`config.mk`:
```
export PLATFORM = sky130hd
export DESIGN_NAME = addsub_seq
export DESIGN_NICKNAME = d
export VERILOG_FILES = /design/src/rtl/addsub_seq.sv
export SDC_FILE = /design/constraint.sdc
export NUM_CORES = 1
export LEC_CHECK = 0
export ABC_AREA = 1
export BUFFER_PORTS_ARGS = -buffer_cell sky130_fd_sc_hd__buf_2
export CAP_MARGIN = 30
export CORE_MARGIN = 8
export CORE_UTILIZATION = 50
export DETAILED_ROUTE_END_ITERATION = 6
export PLACE_DENSITY = 0.75
export SLEW_MARGIN = 0
export SYNTH_ARGS = -nofsm -noshare
export SYNTH_HDL_FRONTEND = slang
export SYNTH_SLANG_ARGS = --single-unit
```
`constraint.sdc`:
```
create_clock -name clk -period 2.5 [get_ports clk]
set_input_delay 0.5 -clock clk [delete_from_list [all_inputs] [get_ports clk]]
set_output_delay 0.5 -clock clk [all_outputs]
set_load 0.01 [all_outputs]
```
`src/rtl/addsub_seq.sv`:
```
// addsub_seq: multi-cycle WIDTH-bit adder/subtractor, CHUNK bits per clock, registered inter-chunk carry.
// Optional: define ADDSUB_SEQ_ACCUM_EN to add acc_i, which takes operand A from the current res_o.
module addsub_seq #(
    parameter int WIDTH = 16,
    parameter int CHUNK = 4
) (
    input  logic             clk,
    input  logic             rst,
    input  logic             start_i,
    input  logic [WIDTH-1:0] a_i,
    input  logic [WIDTH-1:0] b_i,
    input  logic             sub_i,
`ifdef ADDSUB_SEQ_ACCUM_EN
    input  logic             acc_i,
`endif
    output logic             busy_o,
    output logic             done_o,
    output logic [WIDTH-1:0] res_o,
    output logic             cb_o,
    output logic             ovf_o,
    output logic             zero_o,
    output logic             neg_o
);

    localparam int N    = WIDTH / CHUNK;
    localparam int IDXW = (N > 1) ? $clog2(N) : 1;
    localparam logic [IDXW-1:0] LAST_IDX = IDXW'(N - 1);

    if ((WIDTH < 2) || (CHUNK < 1) || ((WIDTH % CHUNK) != 0)) begin : g_param_check
        $error("addsub_seq: WIDTH must be >= 2 and a multiple of CHUNK");
    end

    typedef enum logic {IDLE, RUN} state_t;

    state_t           state;
    logic [WIDTH-1:0] a_q;
    logic [WIDTH-1:0] b_q;
    logic [WIDTH-1:0] sum_q;
    logic             op_q;
    logic             carry_q;
    logic [IDXW-1:0]  idx_q;

    logic [CHUNK-1:0] a_chunk;
    logic [CHUNK-1:0] b_chunk;
    logic [CHUNK:0]   chunk_sum;
    logic [WIDTH-1:0] sum_next;
    logic [WIDTH-1:0] a_sel;

    function automatic logic [CHUNK:0] chunk_add(input logic [CHUNK-1:0] x,
                                                 input logic [CHUNK-1:0] y,
                                                 input logic             cin);
        chunk_add = {1'b0, x} + {1'b0, y} + {{CHUNK{1'b0}}, cin};
    endfunction

    // Overflow compares against the already-inverted B operand, so it covers add and sub alike.
    function automatic logic signed_ovf(input logic signed [WIDTH-1:0] x,
                                        input logic signed [WIDTH-1:0] y,
                                        input logic signed [WIDTH-1:0] s);
        signed_ovf = (x[WIDTH-1] == y[WIDTH-1]) && (s[WIDTH-1] != x[WIDTH-1]);
    endfunction

`ifdef ADDSUB_SEQ_ACCUM_EN
    assign a_sel = acc_i ? res_o : a_i;
`else
    assign a_sel = a_i;
`endif

    always_comb begin
        a_chunk   = a_q[int'(idx_q)*CHUNK +: CHUNK];
        b_chunk   = b_q[int'(idx_q)*CHUNK +: CHUNK];
        chunk_sum = chunk_add(a_chunk, b_chunk, carry_q);
        sum_next  = sum_q;
        sum_next[int'(idx_q)*CHUNK +: CHUNK] = chunk_sum[CHUNK-1:0];
    end

    always_ff @(posedge clk) begin
        if (rst) begin
            state   <= IDLE;
            a_q     <= '0;
            b_q     <= '0;
            sum_q   <= '0;
            op_q    <= 1'b0;
            carry_q <= 1'b0;
            idx_q   <= '0;
            busy_o  <= 1'b0;
            done_o  <= 1'b0;
            res_o   <= '0;
            cb_o    <= 1'b0;
            ovf_o   <= 1'b0;
            zero_o  <= 1'b0;
            neg_o   <= 1'b0;
        end else begin
            done_o <= 1'b0;
            case (state)
                IDLE: begin
                    if (start_i) begin
                        a_q     <= a_sel;
                        b_q     <= b_i ^ {WIDTH{sub_i}};
                        op_q    <= sub_i;
                        carry_q <= sub_i;
                        idx_q   <= '0;
                        sum_q   <= '0;
                        busy_o  <= 1'b1;
                        state   <= RUN;
                    end
                end
                RUN: begin
                    sum_q   <= sum_next;
                    carry_q <= chunk_sum[CHUNK];
                    idx_q   <= idx_q + IDXW'(1);
                    if (idx_q == LAST_IDX) begin
                        res_o  <= sum_next;
                        cb_o   <= chunk_sum[CHUNK] ^ op_q;
                        ovf_o  <= signed_ovf(a_q, b_q, sum_next);
                        zero_o <= (sum_next == '0);
                        neg_o  <= sum_next[WIDTH-1];
                        busy_o <= 1'b0;
                        done_o <= 1'b1;
                        state  <= IDLE;
                    end
                end
                default: state <= IDLE;
            endcase
        end
    end

endmodule
```
# After elaboration in Yosys (flattened, before gate mapping)
# Index checks and enable logic that the tools add are counted.
word_totals:
  word_cells: 50
  out_inout_bits: 22
  in_bits: 36
  reg_bits: 75
op_classes:
  shift: 4
  n_bitwise: 3
  add_sub_neg: 4
  reduce_logical: 6
  mux: 14
  n_eq_ne: 5
op_table:
  columns: ["op", "count"]
  rows:
  - ["$neg 4->33", 1]
  - ["$shift 4x33->16 const A", 1]
  - ["$shiftx 4x33->16", 1]
  - ["$pmux 16 s2", 1]
  - ["$shiftx 16x5->4", 2]
  - ["$bwmux 16", 1]
  - ["$logic_not 16->1", 1]
  - ["$mux 16", 1]
  - ["$xor 16x16->16", 1]
  - ["$mux 1", 6]
  - ["$pmux 1 s2", 3]
  - ["$reduce_and 2->1", 3]
  - ["$add 4x4->5", 1]
  - ["$add 5x1->5", 1]
  - ["$pmux 2 s2", 1]
  - ["$add 2x1->2 const B", 1]
  - ["$eq 2x2->1 const B", 1]
  - ["$mux 2", 1]
  - ["$ne 2x1->1 const B", 1]
  - ["$ne 2x2->1 const B", 1]
  - ["$reduce_or 2->1", 1]
  - ["$eq 1x1->1", 1]
  - ["$logic_and 1x1->1", 1]
  - ["$ne 1x1->1", 1]
  - ["other kinds (2)", 2]

# Logic depth before layout (Yosys ltp)
logic_depth:
  ltp_word: 7
  depth_mapped: 20
  depth_no_buf: 18

# Worst setup path before layout
# OpenSTA, ideal clock, no wires.
synth_path:
  kind: "register to register"
  from: "reg idx_q[0]"
  to: "reg zero_o"
  synth_period_minus_slack_ns: 2.680
  path_buffers: 3
  required_ns: 2.387
  arrival_ns: 2.566
  path_stages_with_launch: 20
  setup_ns: 0.113
  path_slack_ns: -0.180
  path_cell_list: "dfxtp_1 > buf_4 > inv_1 > buf_2 > buf_2 > o21ai_0 > o21ai_0 > fa_1 > inv_1 > fa_1 > nor2_1 > nand3_1 > nand2_1 > inv_1 > nand2_1 > nor2_1 > nand3_1 > nor2_1 > nand3_1 > nand2_1"
synth_between:
  elab_chain_len: 6
  elab_cells_between_ends: 11
  classes_between: "add/sub: 3; eq/ne: 1; shift: 4; mux: 1; reduce/logical: 2"
synth_lines:
  columns: ["element", "line", "rtl"]
  rows:
  - ["start: declaration", "41", "logic [IDXW-1:0] idx_q;"]
  - ["start signal: assignment", "110", "idx_q <= idx_q + IDXW'(1);"]
  - ["$shiftx 16x5->4 (on tied branches)", "69, 70", null]
  - ["$add 4x4->5", "52", "chunk_add = {1'b0, x} + {1'b0, y} + {{CHUNK{1'b0}}, cin};"]
  - ["$add 5x1->5", "52", null]
  - ["$shiftx 4x33->16", "73", "sum_next[int'(idx_q)*CHUNK +: CHUNK] = chunk_sum[CHUNK-1:0];"]
  - ["$bwmux 16", "73", null]
  - ["$logic_not 16->1", "115", "zero_o <= (sum_next == '0);"]
  - ["end signal: assignment", "115", null]
  - ["end: declaration", "21", "output logic zero_o,"]
# Parallel ways exist; a longest one is shown, timed or not.
# A chain may end at the register's enable or synchronous reset.

# Worst setup path in the final report
# Same ends and word-level chain as after synthesis.

==> results.md <==
- Synth Flop Type: dfxtp_1
- Skew final: 0.00494 ns
- Synth cell types: 32
- Post-route DRC: 0
- Yosys top cell by area: dfxtp_1
- Buf/Inv on CP: 3
- Post-Syn Nets: 516
- Largest fanout on the critical path: 8
- Final Max Tran Viols: 0
- Slew headroom: 0.581
- Root Driver: clkbuf_8
- Measured slew at the worst slew-check pin: 0.626 ns
- Startpoint types: register
- H-tree depth: 3
- Post-synth top area share: 0.429
- Required time worst endpoint: 2.79 ns
- Largest net degree at the start of global routing: 40
- CTS Hold Bufs: 0
- Die area: 9820 um2
- Port Buffers: 57
- First-pass detailed-route iteration total: 5
- CTS tree: built
- Global route total overflow: 0
- Final Hold Vio Count: 0
- RSZ-0062 raised after global routing: true
- CP endpoint kind: register
- Placed cell areas: 3860 um2
- CP Class: register to register
- Final setup fails: 0
- DIE HEIGHT: 99.1 um
- Period utilisation layout: 0.987
- Fmax: 0.405 GHz
- I/O Pins: 58
- Vias in the first global route: 3,189
- GPL Wtd Cong: 0.877
- Layout Cells excl Fill: 619
- EDFF count, synth: 0
- Synth Instances: 469
- Area grow syn2layout: 20.7%
- Slowest cell delay on critical path: 0.56 ns
- GRT Util Overall: 0.173
- First-pass GRT wire length: 14,000 um
- Clk Latency, worst-skew pair: 0.34 ns
- DR WL/cell: 13.7 um
- Hpwl dp: 6130 um
- Top post-synthesis cells by count: 99 x nand2_1, 74 x dfxtp_1, 66 x nor2_1
- Finished Cell Area: 4170 um2
- Die width: 99.1 um
- P_leak: 1.87 nW
- Post-synthesis average cell area: 7.36 um2
- Pwr Total: 2.68 mW
- Tmin final: 2.47 ns
- Worst path cell trace: clkinv_8 -> a21oi_2 -> o21ai_1 -> o21ai_1 -> fa_2 -> inv_2 -> fa_2 -> nand3b_1 -> nand2_1 -> inv_2 -> nand2_2 -> nor2_2 -> nand3_1 -> nor2_1 -> nand3_1 -> nand2_1
- DR iter-0 viols: 150
- Site Rows: 30
- Synth Warn #: 0
- Core Util, Final: 0.616
- Final ANT Viol Nets: 0
- Total Wirelength: 8460 um
- Crit path max-delay family: adder cells
- Fraction of layout cells with a size suffix above 1: 0.245
- Initial antenna violation count: 0
- PwrDens: 644 nW/um2
- Outcome: complete, no violations
- Sequential-to-total area share from yosys stat: 0.429
- Num Clock Sinks: 74
- Worst Hold Class: input pin to register
- Vias: 3,201
- Maximum vdd drop: 387 uV
- Synthesized cell area: 3450 um2
- Initial Util: 0.511
- Clock Tree Buf Depth: 2
- Slowest CP cell: fa_2
- ANT cells: 0
- Worst Hold Margin: 0.402 ns
- Via density: 5.17
- Synth Register Bits: 74
- MaxCap Viol Count: 0
- Core Area: 6760 um2
- Count leader, synth: nand2_1
- Num CTS Buffers: 9
- Async S/R FF share, synth: 0
- Nets: 581
- Arr. time, crit path: 2.75 ns
- Placed insts: 598
- Clk slew on worst S/H paths: 0.08 ns
- Ranking of synthesized cells by area: dfxtp_1 43%, nand2_1 11%, o21ai_0 8.6%, nor2_1 7.2%, a21oi_1 5.8%
==> what timing repair did <==
item	4_1_cts	5_1_grt
hold endpoints to repair	0	0
gates resized for setup	0	28
buffers inserted	0	5
endpoints found under the setup margin	0	7
==> final timing paths <==
| path | from | end | slack [ns] | cells after the start |
|---|---|---|---|---|
| worst max-delay path | idx_q[0] | zero_o | 0.03 | 16 |
| worst min-delay path | a_i[12] | a_q[12] | 0.40 | 3 |
| worst max register to register | idx_q[0] | zero_o | 0.03 | 16 |
| worst min register to register | res_o[2] | res_o[2] | 0.45 | 2 |
==> state kept, by name, indices dropped and copies added (netlist names), 2 cells and up <==
signal,cells
a_q,16
res_o,16
b_q,16
idx_q,2
sum_q,16
==> worst min-delay path: cells and delay by family <==
family	cells	cell delay, ns
buffers and inverters	1	0.07
AOI/OAI and AO/OA	1	0.07
and+or+nand+nor	1	0.07
==> per-layer routing <==
layer | track usage | share of wire
met5 | 0 | 0
met4 | 0.0629 | 0.015
met3 | 0.0461 | 0.054
met2 | 0.307 | 0.49
met1 | 0.193 | 0.45
==> area by class of cell <==
type                            instances  area (um2)
Multi-Input combinational cell        333        1770
Tap cell                               80         100
Clock inverter                          5        53.8
Fill cell                             615        2590
Inverter                               37         154
Clock buffer                           11         141
Timing Repair Buffer                   79         459
Sequential cell                        74        1490
==> power breakdown <==
group / switching [mW] / internal [mW]
logic: 0.301 / 0.199
clock network: 0.428 / 0.485
registers: 0.0375 / 1.23
total: 0.767 / 1.92
==> logic make-up (layout without fill, tap and decap cells) <==
group,count (synthesis),after routing,share of synthesized area
compound gates,118,118,0.187
xor+xnor,17,17,0.0431
fa+ha+maj,11,11,0.0442
buf+inv,62,132,0.0779
flops,74,74,0.429
simple gates,187,187,0.219
==> metrics by stage <==
| stage | setup WS [ns] | setup TNS, ns |
|---|---|---|
| final | 0.0336 | 0 |
| after global routing | -0.147 | -0.160 |
| after CTS | 0.0115 | 0 |
| after detailed placement | 0.0414 | 0 |
| after global placement | 0.0728 | 0 |
| after floorplan | -0.0120 | -0.0120 |
==> placed cells by master (no fill, tap or decap), types with 4 or more instances in the layout <==
| cell type | count |
|---|---|
| a21oi_1 | 39 |
| a22o_1 | 6 |
| buf_2 | 57 |
| buf_4 | 18 |
| clkbuf_8 | 10 |
| dfxtp_1 | 72 |
| ha_1 | 9 |
| inv_1 | 27 |
| inv_2 | 8 |
| nand2_1 | 95 |
| nand2_2 | 5 |
| nand3_1 | 12 |
| nor2_1 | 60 |
| nor2_2 | 7 |
| o21ai_0 | 55 |
| o22ai_1 | 4 |
| xnor2_1 | 16 |
(Power assumes the default switching activity.)
